### src/rtl/fft_bitrev_reorder.sv
`timescale 1ns/1ps
`default_nettype none
// fft_bitrev_reorder: puts R22Sdf bit-reversed output frames back into natural order.
// A ping-pong pair of LEN-deep banks is used; the bank select is the RAM address MSB.
module fft_bitrev_reorder #(
   parameter int STG = 2,
   parameter int DW  = 16
) (
   input  logic            clk,
   input  logic            rst,
   input  logic            en,
   input  logic [2*DW-1:0] in,
   input  logic            in_sync,
   output logic [2*DW-1:0] out,
   output logic            out_valid,
   output logic            out_sync,
   output logic            frame_err
);
   localparam int AW  = 2*STG;
   localparam int LEN = 1 << AW;

   localparam logic [1:0] S_IDLE   = 2'd0;
   localparam logic [1:0] S_FILL   = 2'd1;
   localparam logic [1:0] S_STREAM = 2'd2;

   logic [1:0]      state_q, state_d;
   logic [AW-1:0]   wcnt_q, wcnt_d;
   logic            wsel_q, wsel_d;
   logic            frame_err_q, frame_err_d;
   logic [2*DW-1:0] out_q;
   logic            out_valid_q, out_valid_d;
   logic            out_sync_q, out_sync_d;
   logic            wr_en, rd_en, resync;
   logic [AW:0]     waddr, raddr;
   logic [2*DW-1:0] mem [0:2*LEN-1];

   function automatic logic [AW-1:0] bitrev(input logic [AW-1:0] a);
      logic [AW-1:0] r;
      for (int i = 0; i < AW; i++) r[i] = a[AW-1-i];
      return r;
   endfunction

   // In IDLE wcnt is always 0, so resync can only fire once a frame is in progress.
   assign resync = en && in_sync && (wcnt_q != '0);
   assign waddr  = {wsel_q, resync ? {AW{1'b0}} : bitrev(wcnt_q)};
   assign raddr  = {~wsel_q, wcnt_q};

   always_comb begin
      state_d     = state_q;
      wcnt_d      = wcnt_q;
      wsel_d      = wsel_q;
      frame_err_d = frame_err_q;
      wr_en       = 1'b0;
      rd_en       = 1'b0;
      if (en) begin
         if (state_q == S_IDLE) begin
            if (in_sync) begin
               wr_en   = 1'b1;
               wcnt_d  = {{(AW-1){1'b0}}, 1'b1};
               state_d = S_FILL;
            end
         end else if (resync) begin
            wr_en       = 1'b1;
            wcnt_d      = {{(AW-1){1'b0}}, 1'b1};
            state_d     = S_FILL;
            frame_err_d = 1'b1;
         end else begin
            wr_en  = 1'b1;
            rd_en  = (state_q == S_STREAM);
            wcnt_d = wcnt_q + 1'b1;
            if (wcnt_q == {AW{1'b1}}) begin
               wsel_d  = ~wsel_q;
               state_d = S_STREAM;
            end
         end
      end
      out_valid_d = rd_en;
      out_sync_d  = rd_en && (wcnt_q == '0);
   end

   always_ff @(posedge clk) begin
      if (wr_en) mem[waddr] <= in;
   end

   always_ff @(posedge clk or negedge rst) begin
      if (!rst) begin
         state_q     <= S_IDLE;
         wcnt_q      <= '0;
         wsel_q      <= 1'b0;
         frame_err_q <= 1'b0;
         out_q       <= '0;
         out_valid_q <= 1'b0;
         out_sync_q  <= 1'b0;
      end else begin
         state_q     <= state_d;
         wcnt_q      <= wcnt_d;
         wsel_q      <= wsel_d;
         frame_err_q <= frame_err_d;
         out_valid_q <= out_valid_d;
         out_sync_q  <= out_sync_d;
         if (rd_en) out_q <= mem[raddr];
      end
   end

   assign out       = out_q;
   assign out_valid = out_valid_q;
   assign out_sync  = out_sync_q;
   assign frame_err = frame_err_q;
endmodule
`default_nettype wire

### config.mk
export PLATFORM = sky130hd
export DESIGN_NAME = fft_bitrev_reorder
export DESIGN_NICKNAME = d
export VERILOG_FILES = /design/src/rtl/fft_bitrev_reorder.sv
export SDC_FILE = /design/constraint.sdc
export NUM_CORES = 1
export LEC_CHECK = 0
export BUFFER_PORTS_ARGS = -buffer_cell sky130_fd_sc_hd__buf_2
export CELL_PAD_IN_SITES_DETAIL_PLACEMENT = 0
export CELL_PAD_IN_SITES_GLOBAL_PLACEMENT = 1
export CORE_MARGIN = 3
export CORE_UTILIZATION = 35
export DETAILED_ROUTE_END_ITERATION = 8
export HOLD_SLACK_MARGIN = 0.1
export PLACE_DENSITY = 0.56
export SYNTH_ARGS = -nofsm -noshare
export SYNTH_HDL_FRONTEND = slang
export SYNTH_SLANG_ARGS = --single-unit
### constraint.sdc
create_clock -name clk -period 12.45 [get_ports clk]
set_clock_uncertainty 0.15 [all_clocks]
set_input_delay 0.6225 -clock clk [delete_from_list [all_inputs] [get_ports clk]]
set_output_delay 0.6225 -clock clk [all_outputs]
set_load 0.03 [all_outputs]
# == After elaboration in Yosys (flattened, before gate mapping) ==
# Memory sizes are Yosys's and may differ from the RTL's. A register that Yosys moved wholly into a read port is not among the register bits.
# Cells that the tools add are included.
# Widths: inputs -> output; s select.
# word_totals
ff_bits,10
ramBits,1024
output_inout_bits,35
wordCells,42
memories,1
# mem_list
name,depth,word_bits,read_ports,rd_ports_with_merged_regs,wr,line,text
mem,32,32,1,1,1,35,logic [2*DW-1:0] mem [0:2*LEN-1];
# classes
add_sub_neg,1
n_eq_ne,3
muxes,16
bitwise,3
reduce_logical,12
# op_table
operator,count
$mux 4,4
$mux 1,8
$mux 2,4
$reduce_and 3->1,2
$add 4x1->4 const B,1
$eq 4x4->1 const B,1
$logic_not 4->1,1
$reduce_and 4->1,1
$reduce_bool 4->1,1
$logic_and 1x1->1,3
$not 1->1,3
$reduce_bool 3->1,1
$eq 2x2->1 const B,1
$logic_not 2->1,1
$ne 2x2->1 const B,1
$reduce_and 2->1,1
$logic_not 1->1,1

# == Logic depth before layout (Yosys ltp) ==
# Gate-level depths: netlist of the first run.
# logic_depth
ltp_word,6
depth_mapped,12
mapped_depth_nobuf,7

# == Worst setup path after synthesis of the first run ==
# No wires, ideal clock.
# synth_timing
kind,register to register
start,register wcnt_q[0]
end,memory mem[13][0] (netlist name) (enable)
t_arrival_ns,4.320
slack_ns,7.519
path_stages_with_launch,11
cell_sequence,dfrtp_1 > buf_2 > buf_6 > buf_2 > clkinv_1 > buf_2 > ha_1 > or3b_1 > nand3_1 > nand3_1 > nor3_1
# synth_between
elab_chain_cells,3
# synth_rtl
item,line,text
from (decl),27,"logic [AW-1:0] wcnt_q, wcnt_d;"
from (signal assigned),96,wcnt_q <= wcnt_d;
$reduce_bool 4->1,44,assign resync = en && in_sync && (wcnt_q != '0);
$logic_and 1x1->1,44,
$mux 4 (*),45,"assign waddr = {wsel_q, resync ? {AW{1'b0}} : bitrev(wcnt_q)};"
to (decl),35,
# Every way passes the cells marked *; elsewhere a longest branch is shown, timed or not.

# == Final worst setup path of the first run ==
# layout_timing
start,register wcnt_q[0]
end,memory mem[14][31] (netlist name) (enable)
# The elaborated chain is that of the path after synthesis.

==> summary by stage, run 1 <==
Worst hold path
The classification of the worst-slack hold path is input port to register.

Placement
Routability-driven placement finished with a final weighted congestion of approximately 0.78. The count of input and output buffers is 70. The number of placed instances with taps included is ~3,600. Once detailed placement completed, the half-perimeter wirelength came to 61,900 µm.

Timing analysis after detailed placement gives a worst setup slack of 7.51 ns.

Critical path
STA classifies the critical path startpoint as a register. Across all register-to-register paths, the minimum setup slack is 7.41 ns. STA puts the critical path data required time at 12.62 ns. The arrival time of data at the critical path endpoint is 5.21 ns. In this run the worst path has a maximum fanout of 35. The endpoint class of the critical path is a register. The critical path in this run is classified as register to register.

Timing
The final critical path takes up 40.5% of the cycle. The number of endpoints with negative hold slack in the final report is 0. The final count of pins violating max slew is 0. Setup repair after global routing left no endpoint under its margin.

The setup slack after layout is 7.41 ns. Setup violations remaining at the end of the flow were counted as 0. The worst hold slack after final layout is 0.154 ns. For the final routed database, the setup TNS stands at 0 ns.

The highest clock frequency the design can meet is 198 MHz. The remaining max-slew budget at the tightest pin is 20.1%. At the pin with the least slew margin, the transition time is between 1 and 1.5 ns.

Counting I/O delays and the setup requirement, the final critical path takes slightly above 5 ns.

Drt
The detailed router finished its first iteration with 1,961 violations. Dividing the detail-routed wire length by the instance count gives 29.9 µm. The remaining antenna violation count is 0. The vias after detailed routing is 20,900. Wires add up to 113,000 µm. Dividing the detail-routed via count by the number of cells gives 5.53. In the routed design, unresolved DRC markers number 0. The iteration count of the initial detailed-routing pass is 5.

Clock network
Counting the buffers created by CTS gives roughly 110. The CTS H-tree depth is 3. Clock-pin slew was measured on the worst setup and hold paths at 0.06 ns. The post-cts sizing count is 0. The maximum root-to-sink buffer count is 3. After clock tree synthesis, the setup repair step added 0 buffers. The later pin in the worst-skew pair is clocked with a latency of 0.68 ns.

The TritonCTS clock tree is done. CTS saw 1,066 sinks. The number of hold buffers added after CTS is 1.

The cell at the root of the clock tree is clkbuf_16.

GRT
Entering global routing, the biggest net connects 127 pins. The first-pass GRT wire length is 162,000 µm. The number of global-route vias before repair was ~22,000. The overall track demand over capacity in global routing is 18.6%. The remaining global-route overflow is 0. The number of antenna violations at the first check in global routing is 4.

Die
The core area is between 100,000 and 150,000 µm². The die covers between 100,000 and 150,000 µm². The initial utilization of the core area, before any placement, comes to between 30% and 40%. The floorplan has 124 rows. The die is 348 µm wide. The die extent in y is 348 µm. The number of ports placed on the die boundary is 71.

Power and ir drop
In this run the static leakage power is ~15 nW. VDD sags by at most 0.132 mV. The power per cell area is between 200 and 250 nW/µm².

Synth
The part of the Yosys area used for sequential elements is 77.7%. Of all flip-flops after synthesis, the portion carrying an async set or reset was 3.94%. The post-synthesis instance area is ~40,000 µm².

The number of synthesized flops with an enable pin is about 1,000. The number of distinct library cells after synthesis is 42. The average instance in the mapped netlist occupies about 20 µm². In the synthesized netlist, the number of instances is approximately 2,100. After synthesis the netlist holds a flip-flop and latch count of between 1,000 and 1,500. The Yosys warning count is 0. The number of nets handed over by synthesis was approximately 2,100. The main flop type after synthesis is edfxtp_1.

Finish
The share of cells above drive strength 1 is 21.3%. 0 antenna diodes ended up in the layout. The number of inserted filler cells in the final layout is approximately 10,000.

The layout net count is ~2,200. Relative to the synthesized area, the layout overhead comes to 15.0%. The post-route non-filler standard cell count is 3,788. The fraction of the core area covered by cells at the end of the flow is between 40% and 50%.

Flow run
The number of max-cap violations is 0.

Outcome
The run finished with clean final reports.
-- cells by family (layout without fill, tap and decap cells) --
family,Yosys count,after routing,synth area share [%]
flops,1066,1066,77.7
compound gates,209,209,3.67
buf+inv,130,343,1.50
fa+ha+maj,2,2,0.0612
mux,418,418,14.1
simple gates,237,237,2.88
xor+xnor,1,1,0.0214
-- critical path, stage by stage (launching register included) --
cell and delay, ns:
dfrtp_4 0.67, inv_2 0.85, ha_1 0.31, or3b_1 0.38, nand3_1 0.31, nand3_1 0.66, nor2_4 0.80, buf_4 0.49
-- layout by cell type (no fill, tap or decap), drive strengths merged, types with 2 or more instances in the layout --
master / instances
edfxtp: 1024
mux2i: 288
clkbuf: 140
buf: 134
mux4: 128
nand2: 72
a22oi: 67
o22ai: 65
dfrtp: 42
nand3: 39
nand4: 36
clkinv: 36
or3: 34
o211ai: 31
o2111ai: 30
nor2: 30
bufinv: 16
nor3: 13
o21ai: 10
inv: 9
clkinvlp: 7
nor2b: 3
nand2b: 3
or2: 2
mux2: 2
ha: 2
-- report_power, final --
| part | switching (W) | internal (W) | total [W] | leakage, nW |
|---|---|---|---|---|
| Clock | 0.00135 | 0.00201 | 0.00336 | 1.81 |
| Combinational | 0.00145 | 0.000893 | 0.00234 | 3.50 |
| Sequential | 0.000220 | 0.00412 | 0.00434 | 9.75 |
| Total | 0.00302 | 0.00702 | 0.0100 | 15.1 |
-- through the flow --
step                instance area (µm²)  total power, W
detailed placement                43300         0.00679
finish                            47100          0.0100
global route                      47100          0.0104
global placement                  43300         0.00677
CTS                               47100          0.0101
floorplan                         40900         0.00590
-- synth_stat cells, types with 3 or more instances --
cell type	instances	share of area, %
nand4_1	36	0.55
o22ai_1	65	0.99
edfxtp_1	1024	75
nor3_1	12	0.15
o21ai_0	8	0.098
buf_1	7	0.064
buf_2	60	0.73
a22oi_1	67	1.2
or3_1	34	0.52
inv_1	4	0.037
clkbuf_1	46	0.42
nand2b_1	3	0.046
nor2_1	30	0.28
nor2b_1	3	0.046
mux4_2	128	7.0
buf_4	11	0.20
nand3_1	39	0.48
o2111ai_1	30	0.64
nand2_1	72	0.66
dfrtp_1	42	2.6
mux2i_1	288	7.0
o211ai_1	31	0.57
-- final timing paths --
kind	to	from	cells past startpoint
max reg2reg	mem[14][31]	wcnt_q[0]	7
max	mem[14][31]	wcnt_q[0]	7
min	out_sync	en	3
min reg2reg	out[0]	out[0]	2
min in group asynchronous	out[10]	rst	3
max in group asynchronous	wcnt_q[2]	rst	3
-- final cells by class --
type	instances	area (µm²)	area share (%)
clock buffer	140	2970	6.30
clock inverter	63	751	1.59
inverter	5	18.8	0.0399
multi-input combinational	867	8780	18.6
sequential	1066	31800	67.6
tap	1512	1890	4.02
timing repair buffer	135	853	1.81
-- sequential cells by signal (all words and copies together), names as in the netlist --
name and flops:
state_q 2, out 32, wcnt_q 4, wsel_q 1, mem 1024, frame_err 1
out_valid 1, out_sync 1
-- per-layer routing --
metal	vias up	track usage, %	part of all wire [%]	wire (µm)
met5	-	0	0.011	13
met4	2	5.22	2.3	2650
met3	143	3.12	6.0	6740
met2	676	29.5	47	53100
met1	11300	26.7	45	50600
li1	8769	-	-	-
Power figures use the tool's default switching activity.
==> run 2: changes to the inputs <==
==> constraint.sdc (replaced) <==
create_clock -name clk -period 5.2 [get_ports clk]
set_clock_uncertainty 0.15 [all_clocks]
set_input_delay 0.26 -clock clk [delete_from_list [all_inputs] [get_ports clk]]
set_output_delay 0.26 -clock clk [all_outputs]
set_load 0.03 [all_outputs]
==> summary by stage, run 2 (same netlist as run 1, synthesis figures left out) <==
Timing
The highest clock frequency the design can meet is 252 MHz (was 198 MHz). The setup slack after layout is 1.23 ns (was 7.41 ns). The remaining max-slew budget at the tightest pin is 22.5% (was 20.1%). The final number of setup-violating endpoints is 0 (unchanged). The final critical path time including I/O delays and setup is 3.97 ns (was 5.04 ns). Unrepaired setup endpoints after global routing: no (unchanged). The transition at the pin with the smallest max-transition slack came to 1.16 ns (was 1.20 ns).

The number of endpoints with negative hold slack in the final report is 0 (unchanged). The final count of pins violating max slew was 0 (unchanged). The post-route fraction of the period consumed by the critical path came to 76.4% (was 40.5%). The sum of negative setup slack is 0 ns (unchanged).

Clock network
The TritonCTS clock tree is done (unchanged). The clock latency reported for the late side of the worst-skew pair is 0.68 ns (about the same). The maximum root-to-sink buffer count is 3 (unchanged). The number of hold buffers added after CTS is 36 (was 1).

The number of clock sinks is 1,066 (unchanged). The number of setup buffers added after CTS is 0 (unchanged). The CTS H-tree depth came to 3 (unchanged). The cell at the root of the clock tree was clkbuf_16 (unchanged). The number of buffers created by CTS was 111 (was 108). The clock slew seen by the registers of the worst setup and hold paths is 0.06 ns (about the same).

The post-cts sizing count is 0 (unchanged).

Drt
The detail-routed net length per standard cell is 28.5 µm (was 29.9 µm). The total length of routed wires was 109,000 µm (was 113,000 µm). The remaining antenna violation count is 0 (unchanged). The iteration-0 DRC count of the detailed router was 1,970 (was 1,961). The average via count per standard cell is 5.41 (was 5.53). The detailed-route DRC error count was 0 (unchanged). The iteration count of the initial detailed-routing pass is 5 (unchanged).

The vias after detailed routing is 20,700 (was 20,900).

Finish
Leading cell types in the layout, fill and taps excluded: edfxtp_1 (1,024), mux2i_1 (288), mux4_2 (128) (unchanged). The commonest non-fill, non-tap cell in the layout is edfxtp_1 (unchanged). The area added between synthesis and finish is 16.2% (was 15.0%).

The flip-flop count of the largest register after layout is 1,024 (unchanged). The register bank with the most flops is mem (unchanged). The post-route non-filler standard cell count is 3,838 (was 3,788). The layout net count is 2,268 (was 2,221).

The share of cells above drive strength 1 was 20.7% (was 21.3%). The number of inserted filler cells in the final layout is 10,200 (about the same).

Worst hold path
The classification of the worst-slack hold path is input port to async pin (was input port to register).

GRT
The first-pass GRT wire length is 157,000 µm (was 162,000 µm). The global-route track usage on met3 is 2.76% (was 3.12%). The number of global-route vias before repair is 21,400 (was 21,700).

The largest net degree at the start of global routing is 110 (was 127). The overall track demand over capacity in global routing is 18.0% (was 18.6%). The number of antenna violations at the first check in global routing came to 3 (was 4). The global-route met1 utilization was 25.8% (was 26.7%). The remaining global-route overflow is 0 (unchanged). The global-route track usage on met2 is 29.0% (was 29.5%). The highest-utilization routing layer at the global route stage was met2 (unchanged).

Placement
The detailed placer's ending HPWL is 58,900 µm (was 61,900 µm). The number of placed instances with taps included came to 3,593 (was 3,584). The pre-CTS setup slack was 1.19 ns (was 7.51 ns). The count of input and output buffers came to 70 (unchanged).

The final estimated routing congestion in global placement was 0.760 (was 0.780).

Power and ir drop
The clock share of power is 32.9% (was 33.5%). The net switching power figure is 0.00711 W (was 0.00302 W). The switching share of total power is 30.0% (was 30.1%).

The internal power of the cells is 0.0166 W (was 0.00702 W). The maximum resistive drop on vdd is 0.333 mV (was 0.132 mV). The part of the power in combinational logic is 24.0% (was 23.3%).

The power per cell area is 498 nW/µm² (was 213 nW/µm²). The static leakage power came to 15.3 nW (was 15.1 nW). The sequential share of power came to 43.1% (was 43.2%).

Critical path
The endpoint class of the critical path is a register (unchanged). The launching element type of the critical path is a register (unchanged). The worst flop-to-flop path startpoint was wcnt_q[1] (was wcnt_q[0]). The register-to-register setup slack is 1.23 ns (was 7.41 ns). The peak fanout along the critical path was 28 (was 35).

The critical path start-end classification is register to register (unchanged). The endpoint of the lowest-slack register-to-register path is mem[10][17] (was mem[14][31]). The number of cells on the worst reg-to-reg path was 7 (unchanged). The arrival time of data at the critical path endpoint is 4.19 ns (was 5.21 ns). The required time of the critical path was 5.41 ns (was 12.62 ns).

Die
The full die area is 121,000 µm² (unchanged). The count of standard-cell rows is 124 (unchanged). The number of ports placed on the die boundary was 71 (unchanged). The effective utilization at floorplan is 35.5% (unchanged). The die extent in y is 348 µm (unchanged).

The width of the die is 348 µm (unchanged). The core area is 115,000 µm² (unchanged).

Outcome
Status: finished, final reports clean (unchanged).

Flow run
The number of max-cap violations came to 0 (unchanged).
## run 2: critical path, stage by stage (launching register included)
cell and delay (ns):
dfrtp_4 0.70, inv_1 0.22, ha_1 0.18, or3b_1 0.37, nand3_1 0.27, nand3_1 0.54
nor2_4 0.88, buf_12 0.31
## run 2: metrics by stage
step | cell area (µm²) | total power, W | hold WS [ns] | utilization (%)
2_1_floorplan | 40900 | 0.0141 | -0.186 | -
3_3_place_gp | 43600 | 0.0161 | 0.358 | 37.9
3_5_place_dp | 43600 | 0.0161 | 0.341 | 37.9
4_1_cts | 47500 | 0.0240 | 0.181 | 41.3
5_1_grt | 47500 | 0.0247 | 0.209 | 41.3
6_report | 47600 | 0.0237 | 0.190 | 41.3
## run 2: worst max-delay path by stage
stage	from	endpoint	slack [ns]	depth (start not counted)
finish	wcnt_q[1]	mem[10][17]	1.23	7
global placement	wcnt_q[0]	mem[10][18]	1.23	4
CTS	wcnt_q[0]	mem[10][17]	1.23	4
detailed placement	wcnt_q[0]	mem[10][31]	1.19	4
floorplan	wcnt_q[0]	mem[13][0]	0.27	10
global route	wcnt_q[1]	mem[10][31]	1.03	7
## run 2: power by group through the flow
stage                     combinational, W  sequential (W)  clock [W]
after global placement             0.00570          0.0104          0
after detailed placement           0.00572          0.0104          0
final                              0.00569          0.0102    0.00778
after CTS                          0.00576          0.0102    0.00796
after global routing               0.00607          0.0103    0.00832
after floorplan                    0.00379          0.0103          0
## run 2: metal layers
layer | part of all wire [%] | vias to the layer above
met3 | 5.4 | 142
li1 | - | 8877
met1 | 45 | 11100
met2 | 48 | 620
met4 | 2.0 | 4
met5 | 0.027 | -
## run 2: layout make-up
type	count	area, µm²	share of cell area, %
timing repair buffer	179	1480	3.12
clock buffer	142	2930	6.17
antenna	1	2.50	0.00526
clock inverter	66	633	1.33
inverter	5	18.8	0.0395
sequential	1066	31800	66.9
multi-input combinational	867	8770	18.4
tap	1512	1890	3.98
